--- config.mk ---
export PLATFORM = sky130hd
export DESIGN_NAME = as_master_bpi
export DESIGN_NICKNAME = d
export VERILOG_FILES = /design/src/rtl/as_pack.sv /design/src/rtl/as_bpi_wdt.sv /design/src/rtl/as_master_bpi.sv
export SDC_FILE = /design/constraint.sdc
export NUM_CORES = 1
export LEC_CHECK = 0
export CORE_AREA = 2 2 160 162
export DETAILED_ROUTE_END_ITERATION = 7
export DIE_AREA = 0 0 162 164
export GPL_TIMING_DRIVEN = 0
export HOLD_SLACK_MARGIN = 0.15
export PLACE_DENSITY = 0.72
export SLEW_MARGIN = 20
export SYNTH_ARGS = -nofsm -noshare
export SYNTH_HDL_FRONTEND = slang
export SYNTH_SLANG_ARGS = --single-unit
--- constraint.sdc ---
create_clock -name clk_i -period 5.35 [get_ports clk_i]
set_clock_uncertainty 0.15 [all_clocks]
set_input_delay 1.07 -clock clk_i [delete_from_list [all_inputs] [get_ports clk_i]]
set_output_delay 1.07 -clock clk_i [all_outputs]
set_load 0.05 [all_outputs]
--- src/rtl/as_pack.sv ---
// Shared definitions for the Wishbone bus-protocol interfaces.
//   wbdSel              : byte-select width of the 64-bit data bus
//   bpi_timeout_default : default stb-to-ack watchdog limit, in cycles
//   bpi_state_t         : master bus-protocol FSM states
package as_pack;

  localparam int wbdSel              = 8;
  localparam int bpi_timeout_default = 16;

  typedef enum logic [1:0] {
    IDLE = 2'd0,
    ARB  = 2'd1,
    XFER = 2'd2,
    DONE = 2'd3
  } bpi_state_t;

endpackage

--- src/rtl/as_bpi_wdt.sv ---
// Loadable down-counter used as a bus watchdog.
//   clk        : clock, posedge
//   rst_n      : synchronous active-low reset, clears the count
//   clear      : synchronous clear (priority over load)
//   load       : load load_value into the count
//   load_value : starting count; expiry happens load_value+1 enabled cycles later
//   enable     : count down while high
//   expired    : high while enabled with the count at zero
module as_bpi_wdt #(
  parameter int width = 4
) (
  input  logic             clk,
  input  logic             rst_n,
  input  logic             clear,
  input  logic             load,
  input  logic [width-1:0] load_value,
  input  logic             enable,
  output logic             expired
);

  logic [width-1:0] count;

  // NOTE: sequential state is assigned with <= only, so every register
  // samples the pre-edge values of its inputs regardless of statement order.
  always_ff @(posedge clk) begin
    if (!rst_n || clear) begin
      count <= '0;
    end else if (load) begin
      count <= load_value;
    end else if (enable && (count != '0)) begin
      count <= count - width'(1);
    end
  end

  assign expired = enable && (count == '0);

endmodule

--- src/rtl/as_master_bpi.sv ---
// Wishbone classic master bus-protocol interface. Turns one single-beat
// core request into one Wishbone read or write cycle, waiting for the
// arbiter grant first and aborting with err_o if ack never arrives.
//   Core side : req_i, we_i, addr_i, dat_i, sel_i -> busy_o, done_o, err_o, dat_o
//   Bus side  : wbAddr_o, wbDat_o, wbWe_o, wbSel_o, wbStb_o, wbCyc_o,
//               wbDat_i, wbAck_i, gnt_i
//   clk_i / rst_i : clock and synchronous active-low reset
// All outputs are registered.
module as_master_bpi
  import as_pack::*;
#(
  parameter int addr_width     = 64,
  parameter int data_width     = 64,
  parameter int sel_width      = wbdSel,
  parameter int timeout_cycles = bpi_timeout_default
) (
  input  logic                  clk_i,
  input  logic                  rst_i,
  input  logic                  req_i,
  input  logic                  we_i,
  input  logic [addr_width-1:0] addr_i,
  input  logic [data_width-1:0] dat_i,
  input  logic [sel_width-1:0]  sel_i,
  output logic                  busy_o,
  output logic                  done_o,
  output logic                  err_o,
  output logic [data_width-1:0] dat_o,
  output logic [addr_width-1:0] wbAddr_o,
  output logic [data_width-1:0] wbDat_o,
  input  logic [data_width-1:0] wbDat_i,
  output logic                  wbWe_o,
  output logic [sel_width-1:0]  wbSel_o,
  output logic                  wbStb_o,
  output logic                  wbCyc_o,
  input  logic                  wbAck_i,
  input  logic                  gnt_i
);

  // Watchdog is loaded with timeout_cycles-1 on grant so it reaches zero in
  // the timeout_cycles-th stb cycle.
  localparam int wdt_width = (timeout_cycles > 1) ? $clog2(timeout_cycles) : 1;
  localparam int wdt_start = (timeout_cycles > 0) ? timeout_cycles - 1 : 0;

  bpi_state_t state;
  logic       wdt_expired;
  logic       timeout_hit;

  as_bpi_wdt #(
    .width (wdt_width)
  ) u_wdt (
    .clk        (clk_i),
    .rst_n      (rst_i),
    .clear      (state == DONE),
    .load       ((state == ARB) && gnt_i),
    .load_value (wdt_width'(wdt_start)),
    .enable     (state == XFER),
    .expired    (wdt_expired)
  );

  assign timeout_hit = (timeout_cycles != 0) && wdt_expired;

  always_ff @(posedge clk_i) begin
    if (!rst_i) begin
      state    <= IDLE;
      busy_o   <= 1'b0;
      done_o   <= 1'b0;
      err_o    <= 1'b0;
      dat_o    <= '0;
      wbAddr_o <= '0;
      wbDat_o  <= '0;
      wbWe_o   <= 1'b0;
      wbSel_o  <= '0;
      wbStb_o  <= 1'b0;
      wbCyc_o  <= 1'b0;
    end else begin
      case (state)
        IDLE: begin
          if (req_i) begin
            // Bus-side copies hold the request stable for the whole cycle.
            wbAddr_o <= addr_i;
            wbDat_o  <= dat_i;
            wbWe_o   <= we_i;
            wbSel_o  <= sel_i;
            wbCyc_o  <= 1'b1;
            busy_o   <= 1'b1;
            state    <= ARB;
          end
        end
        ARB: begin
          if (gnt_i) begin
            wbStb_o <= 1'b1;
            state   <= XFER;
          end
        end
        XFER: begin
          // Ack is checked first so it wins over a simultaneous timeout.
          // A dropped grant here is a protocol violation and is ignored.
          if (wbAck_i) begin
            wbCyc_o <= 1'b0;
            wbStb_o <= 1'b0;
            if (!wbWe_o) dat_o <= wbDat_i;
            done_o  <= 1'b1;
            err_o   <= 1'b0;
            state   <= DONE;
          end else if (timeout_hit) begin
            wbCyc_o <= 1'b0;
            wbStb_o <= 1'b0;
            dat_o   <= '0;
            done_o  <= 1'b1;
            err_o   <= 1'b1;
            state   <= DONE;
          end
        end
        DONE: begin
          done_o <= 1'b0;
          err_o  <= 1'b0;
          busy_o <= 1'b0;
          state  <= IDLE;
        end
        default: state <= IDLE;
      endcase
    end
  end

endmodule

# Yosys cells after proc, flatten, opt, wreduce, memory -nomap -nowiden

Cells that the tools add are included.

Register bits: 212
Input port bits: 206
Word-level logic and storage cells: 63

Add/sub/neg operators: 1
Equal/unequal tests: 7
Mux-type cells: 22
Reduce and logical (&&, ||, !) cells: 21

Operators by type and width:

| kind                | count |
|---|---|
| $mux 64             | 3 |
| $reduce_and 3->1    | 4 |
| $reduce_bool 2->1   | 6 |
| $pmux 1 s2          | 5 |
| $mux 2              | 4 |
| $mux 4              | 2 |
| $pmux 2 s4          | 1 |
| $mux 1              | 7 |
| $ne 2x2->1 const B  | 3 |
| $reduce_and 2->1    | 3 |
| $eq 2x2->1 const B  | 2 |
| $logic_not 4->1     | 1 |
| $reduce_bool 4->1   | 1 |
| $sub 4x1->4 const B | 1 |
| $logic_and 1x1->1   | 3 |
| $ne 3x3->1 const B  | 1 |
| $eq 2x1->1 const B  | 1 |
| $logic_not 2->1     | 1 |
| $logic_not 1->1     | 1 |
| $logic_or 1x1->1    | 1 |

# Depth between registers and ports, before layout

Depth in word-level cells: 5
Mapped depth: 7

# Cells and area by module

From an unflattened synthesis, not the netlist that was laid out.

Cells, all modules: 828
Area total of the unflattened synthesis: 7,611.0 sq um

By module, submodules not included:

| module        | times used | cells each | area each (sq um) |
|---|---|---|---|
| as_master_bpi | 1          | 794        | 7,334.5 |
| as_bpi_wdt    | 1          | 34         | 276.5 |

# Worst setup path after synthesis

No wires, ideal clock.

Path kind: input port to flip-flop
From: in wbAck_i
To: reg dat_o[10]
Arrival time: 1,976 ps
Data required time: 5,082 ps
Slack: 3,106 ps
Cell stages on the path: 5
Path buffers: 2
Cell sequence: or4b_1 > buf_6 > buf_8 > nand3_2 > a21boi_2

Cells in the longest elaborated chain, start to end: 2

Ends and longest elaborated chain:

| item                                                             | RTL line             | RTL |
|---|---|---|
| from (decl)                                                      | as_master_bpi.sv:35  | `input logic wbAck_i,` |
| $ne 2x2->1 (no source line) or $reduce_bool 2->1 (tied branches) | -                    |  |
| $reduce_and 3->1 (no source line)                                | -                    |  |
| to (signal assigned)                                             | as_master_bpi.sv:101 | `if (!wbWe_o) dat_o <= wbDat_i;` |
| to (decl)                                                        | as_master_bpi.sv:27  | `output logic [data_width-1:0] dat_o,` |

Several ways; a longest one is shown, not always the timed one.
A chain may end at the register's enable or synchronous reset.

# Final worst setup path

From: reg dat_o[26]
To: out dat_o[26]

No word-level cell between the ends.

==> results_dict.tcl <==
set metrics [dict create \
    peakVddDrop_mv 0.293 \
    min_path_type "reg2reg" \
    antenna_left 0 \
    cts_sinks 212 \
    fin_area_sq_um 14500 \
    netlist.area_leader.share 0.462 \
    drive_above_1_share 0.134 \
    setup_viol 0 \
    min_period_ps 2970 \
    rsz0062_at_grt "false" \
    placed_cell_area_sq_um 13700 \
    dieArea_sq_um 26600 \
    cts_hold_buf 0 \
    cts.htree.levels 1 \
    area_delta_synth_final_pct 57.3 \
    vias 8547 \
    slowest_stage "clkdlybuf4s50_1" \
    tightestPinTransition_ps 780 \
    grt_max_degree 12 \
    leakagePower_uw 0.00514 \
    worstPathArrival_ps 1750 \
    die_h_microns 164 \
    ios 412 \
    min_period_over_period 0.556 \
    endpoint_kind "output port" \
    maxCapViolations 0 \
    grt_pass1_vias 8272 \
    clock_latency_ps 510 \
    cellPowerDensity_nw_per_um2 449 \
    finalPower_uw 6500 \
    critPathBufInv 1 \
    drtIter0Drc 387 \
    max_stage_delay_ps 840 \
    finalHoldViolCount 0 \
    start_util 0.370 \
    cts_buffers 25 \
    io_buffers 410 \
    setup.worst_path.start_class "flop" \
    cts-root-buf "clkbuf_16" \
    syn_area_sq_um 9190 \
    fmax_mhz 336 \
    core_sq_um 24800 \
    cp.depth 1 \
    path_cells "clkdlybuf4s50_1" \
    grt_antenna_before_repair 3 \
    setup_tns_ps 0 \
    synth_fp_nets 1232 \
    holdPathStages 2 \
    cp_max_fo 3 \
    track_usage 0.225 \
    cts_tree "built" \
    clk_path_buf_depth 3 \
    ys_seq_elements 212 \
    cts_setup_buffers 0 \
    dp_slack_ps 2370 \
    worstRegToRegCells 7 \
    synth_warnings 0 \
    vias_per_cell 4.75 \
    dr.pass1.iters 5 \
    synth_top_cell_by_area "dfxtp_1" \
    routed_wl_mm 31.4 \
    path_delay_family "buffers and inverters" \
    wl_per_cell_microns 17.4 \
    cp.required_ps 4130 \
    synthesis.instances 1020 \
    status "finished, final reports clean" \
    ys_types 37 \
    slew_viol_final 0 \
    hold_ws_ps 309 \
    overflow 0 \
    hpwl_mm 24.3 \
    clkTransAtPathRegs_ps 60 \
    max-slew-margin-rel 0.480 \
    antenna_cells 0 \
    die_x_microns 162 \
    drc_errors 0 \
    gp_congestion 0.818 \
    critical_path_class "reg2out" \
    grt_pass1_wl_mm 46.7 \
    rows 58 \
    fin_nets 1669 \
    worst_slack_ps 2380 \
    ys_seq_area_frac 0.462 \
    avgSynthCellArea_sq_um 9.01 \
    ys_top_cells_by_area "dfxtp_1 (46%), a21boi_0 (12%), nand2_1 (12%)" \
    postCtsResizedCells 0 \
]
==> through the flow <==
step | util | instances
after CTS | 0.582 | 1801
after global placement | 0.552 | 1760
after floorplan | - | 1020
after detailed placement | 0.552 | 1760
after global routing | 0.582 | 1801
final | 0.582 | 1801
==> area by class of cell <==
class                      instances  area [sq um]
sequential                       212          4240
fill                            2239         10400
clock inverter                     4          20.0
tap                              330           413
buffer                            83           430
clock buffer                      37           731
multi-input combinational        720          4500
timing repair buffer             410          4100
inverter                           5          18.8
==> registers in the layout, indices dropped and copies added, names as in the netlist <==
name         flops
wbStb_o          1
wbWe_o           1
u_wdt.count      4
err_o            1
wbSel_o          8
busy_o           1
wbDat_o         64
state            2
dat_o           64
wbAddr_o        64
done_o           1
wbCyc_o          1
==> worst paths after layout <==
path / from / end / slack [ps]
worst max register to register: state[0] / wbAddr_o[17] / 3310
worst max-delay path: dat_o[26] / dat_o[26] / 2380
worst min register to register: wbDat_o[20] / wbDat_o[20] / 310
worst min-delay path: wbDat_o[20] / wbDat_o[20] / 310
==> where the power goes <==
group	leakage (uW)	switching (uW)	internal [uW]
Sequential	0.00173	170	1860
Clock	0.000374	659	932
Combinational	0.00304	1880	994
==> cells in the final DEF (no fill, tap or decap), types with 3 or more instances in the layout <==
cell type / count
nand2_1: 284
clkinv_2: 4
buf_2: 29
dfxtp_1: 212
nand3_2: 60
nor2_1: 3
nand3_1: 5
clkdlybuf4s50_1: 410
a21oi_1: 66
a21boi_2: 60
inv_1: 5
clkbuf_8: 6
ha_1: 6
buf_8: 6
nor2b_1: 67
a21boi_0: 142
clkbuf_1: 50
clkbuf_16: 25
==> cell usage after synthesis <==
library cell,number
o211a_1,1
a21oi_1,66
and2_1,1
a211oi_2,1
or4b_1,1
or3_1,1
nand3_1,5
or4_1,1
buf_8,6
o221a_2,2
and4_4,1
o21ai_0,2
a311oi_2,1
buf_6,2
clkbuf_1,44
nor4b_1,1
o22ai_1,1
nor2_1,3
nand2b_1,1
nand2_1,284
o31a_1,1
inv_1,5
nor3b_1,2
a21boi_2,60
ha_1,6
and3b_1,1
and3_1,2
mux2i_1,2
or3b_1,1
buf_1,2
a31oi_1,2
a21o_1,1
nand3_2,60
nor2b_1,67
dfxtp_1,212
buf_2,29
a21boi_0,142
==> logic make-up after synthesis <==
| kind of cell | count (synthesis) | synth area share |
|---|---|---|
| flip-flops | 212 | 0.462 |
| buffers and inverters | 88 | 0.0489 |
| adder cells (fa/ha/maj) | 6 | 0.00817 |
| AO/OA/AOI/OAI | 280 | 0.237 |
| AND/OR/NAND/NOR | 432 | 0.242 |
| multiplexers | 2 | 0.00218 |
==> per-layer routing <==
| metal | wire length (microns) | track usage |
|---|---|---|
| met1 | 12100 | 0.248 |
| met2 | 15500 | 0.408 |
| met3 | 2990 | 0.0803 |
| met4 | 816 | 0.0636 |
| met5 | 21 | 0 |
No activity file was read; power rests on OpenSTA's default activity.
==> RTL edit 1: new RTL, same settings <==
`addr_width`: 64 -> 96.
--- a/src/rtl/as_master_bpi.sv
+++ b/src/rtl/as_master_bpi.sv
@@ -9,7 +9,7 @@
 module as_master_bpi
   import as_pack::*;
 #(
-  parameter int addr_width     = 64,
+  parameter int addr_width     = 96,
   parameter int data_width     = 64,
   parameter int sel_width      = wbdSel,
   parameter int timeout_cycles = bpi_timeout_default
Ports: changed (resized addr_i and wbAddr_o); port bits go from 412 to 476. The function was not compared with the original's and may differ.
==> RTL edit 1 against the original RTL <==
Maximum frequency fell by 3.4%. Register-to-register slack got worse by 0.30 ns. Global-route usage rose by 4.3 points. Clock power rose by 31%. Largest power group unchanged. Count of clock-buffer cells in the layout rose by 4. Sequential cell count rose by 32. Wire length rose by 18%. Total power rose by 19%. Final area rose by 15%. Setup slack got worse by 0.11 ns. Area after synthesis rose by 13%. Critical path depth did not move.
==> RTL edit 1: results (changes against the original RTL) <==
Outcome: finished, final reports clean
Place WS: 2.17 ns (-0.200 ns)
NetSw: 3.13 mW (+15%)
Initial antenna violation count: 0 (-3)
Max Fanout on Critical Path: 2 (-1)
Num CTS Buffers: 28 (+12%)
Placed inst area: 15500 um2 (+13%)
First-pass GRT wire length: 55.7 mm (+19%)
Hold Startpoint: wbAddr_o[54]
Pin count of the biggest net entering global routing: 14 (+2)
Met3 usage in global routing: 7.93% (-0.10 points)
CP arrival: 1.86 ns (+0.11 ns)
Register area share after synthesis: 47.0% (+0.82 points)
Top cells by count, synth: 348 x nand2_1, 244 x dfxtp_1, 174 x a21boi_0
Wire length per cell: 18.4 um (+5.5%)
Wire length on met2: 18.3 mm (+18%)
GRT Total Usage: 26.8% (+4.3 points)
Final nets: 1907 (+14%)
Synth area leaders: dfxtp_1 47%, a21boi_0 13%, nand2_1 13%
Critical R2R Capture: wbAddr_o[6]
Clk power: 2.08 mW (+31%)
Leakage power: 5.95 nW (+16%)
Top layer in use: met4
Via count of the first global-routing pass: 9671 (+17%)
Via count: 9811 (+15%)
WL met3: 2.92 mm (-2.2%)
Slew HR: 56.7% (+8.7 points)
## RTL edit 1: cell families (layout without fill, tap and decap cells)
logic type / count (synthesis) / after routing / synth area share (%)
multiplexers: 2 / 2 / 0.193
flip-flops: 244 / 244 / 47.0
buffers and inverters: 99 / 624 / 5.11
AO/OA/AOI/OAI: 312 / 312 / 23.3
adder cells (fa/ha/maj): 6 / 6 / 0.722
AND/OR/NAND/NOR: 496 / 496 / 23.7
## RTL edit 1: layout make-up
| cell class | instances | area share [%] |
|---|---|---|
| buffer | 94 | 3.09 |
| clock buffer | 41 | 5.08 |
| clock inverter | 10 | 1.07 |
| inverter | 5 | 0.113 |
| multi-input combinational | 816 | 30.0 |
| sequential | 244 | 29.5 |
| tap | 330 | 2.49 |
| timing repair buffer | 474 | 28.6 |
## RTL edit 1: worst register-to-register path, stage by stage (launching register included)
cell      delay, ns
dfxtp_1        0.38
inv_1          0.09
ha_1           0.24
nand2_1        0.30
buf_2          0.36
clkbuf_1       0.40
nand2_1        0.12
a21boi_0       0.22
==> RTL edit 2: new RTL, same settings <==
Made on the original files. Re-encode `bpi_state_t` (4 states) as Gray code, 2 bits wide.
--- a/src/rtl/as_pack.sv
+++ b/src/rtl/as_pack.sv
@@ -8,10 +8,10 @@
   localparam int bpi_timeout_default = 16;
 
   typedef enum logic [1:0] {
-    IDLE = 2'd0,
-    ARB  = 2'd1,
-    XFER = 2'd2,
-    DONE = 2'd3
+    IDLE = 2'b00,
+    ARB  = 2'b01,
+    XFER = 2'b11,
+    DONE = 2'b10
   } bpi_state_t;
 
 endpackage
Check against the original RTL: no difference found for any inputs over 4 cycles, from zero or initial values and one cycle with rst_i low; so few cycles prove little.
==> RTL edit 2 against the original RTL <==
Worst hold slack worse by 0.0066 ns. Maximum frequency is 1.5% lower. First-iteration DRC count is 4.7% lower. Setup slack worse by 0.044 ns. Sequential cell count stayed put. Area after synthesis is 8.0% lower. Final area is 4.6% lower. Count of clock-buffer cells in the layout is 2 lower. Wire length is 5.3% lower. Utilization is 2.7 points lower. Critical endpoint is now busy_o.
Power is not compared: it rests on default switching activity, and its combinational part moved more than twofold at a synthesized area within 25%.
==> RTL edit 2: results (changes against the original RTL) <==
Top cells by count, synth: 341 x nand2_1, 212 x dfxtp_1, 160 x a21boi_0
Placed inst area: 13000 um2 (-5.3%)
Max Fanout on Critical Path: 2 (-1)
Met1 WL: 11.4 mm (-5.5%)
WL met3: 2.68 mm (-10%)
Synth Area in Adders: 0.296% (-0.52 points)
Post-Route WL: 29.7 mm (-5.3%)
CP arrival: 1.80 ns (+0.05 ns)
Syn Nets: 1164 (-5.5%)
Initial DRT Pass Iterations: 4 (-1)
Num CTS Buffers: 24 (-4.0%)
Post-synth cell types: 36 (-2.7%)
Register area share after synthesis: 50.2% (+4.0 points)
Final GP Congestion: 0.809 (-1.0%)
Fraction of layout cells with a size suffix above 1: 9.02% (-4.4 points)
Post-DP HPWL: 22.7 mm (-6.5%)
Outcome: finished, final reports clean
Multiplexer share of the synthesized area: 0.118% (-0.10 points)
Synth Area in Compound Gates: 26.7% (+3.0 points)
GRT Total Usage: 21.4% (-1.1 points)
Slew @ Worst Pin: 0.728 ns (-0.0514 ns)
Via count: 8220 (-3.8%)
Filler cell count: 2301 (+2.8%)
CP peak stage delay: 0.93 ns (+0.09 ns)
First-pass GRT wire length: 45.3 mm (-3.0%)
Synth area leaders: dfxtp_1 50%, nand2_1 15%, a21boi_0 14%
==> RTL edit 2: area by class of cell <==
class	count	area share [%]
Buffer	86	3.22
Timing Repair Buffer	410	29.8
Clock buffer	35	5.32
Clock inverter	7	0.617
Multi-Input combinational cell	654	27.2
Tap cell	330	2.99
Sequential cell	212	30.8
Inverter	4	0.109
==> RTL edit 2: final timing paths <==
path	startpoint	to	slack [ns]	cells past startpoint
max	busy_o	busy_o	2.33	1
min	wbAddr_o[50]	wbAddr_o[50]	0.30	2
max reg2reg	u_wdt.count[0]	dat_o[2]	3.31	8
min reg2reg	wbAddr_o[50]	wbAddr_o[50]	0.30	2
==> RTL edit 2: cells by family (layout without fill, tap and decap cells) <==
kind of cell / after synthesis / count (layout)
buffers and inverters: 90 / 542
multiplexers: 1 / 1
AND/OR/NAND/NOR: 366 / 366
AO/OA/AOI/OAI: 285 / 285
flip-flops: 212 / 212
adder cells (fa/ha/maj): 2 / 2
==> RTL edit 2: power by group <==
group	total [mW]	switching (mW)	internal (mW)
clock	1.69	0.646	1.04
combinational	0.876	0.521	0.355
sequential	1.69	0.0394	1.65
==> RTL edit 2: per-layer routing <==
layer | up-vias | global-route usage [%]
met5 | - | 0
li1 | 4069 | -
met3 | 60 | 6.74
met4 | 2 | 7.40
met1 | 3766 | 23.6
met2 | 323 | 38.8
==> RTL edit 2: through the flow <==
stage	setup slack (ns)	utilization, %	total power, mW	cells
after floorplan	3.21	-	2.22	956
after global placement	2.38	52.3	2.60	1696
after detailed placement	2.29	52.3	2.61	1696
after CTS	2.29	55.6	4.31	1738
after global routing	2.29	55.6	4.43	1738
final	2.33	55.6	4.26	1738
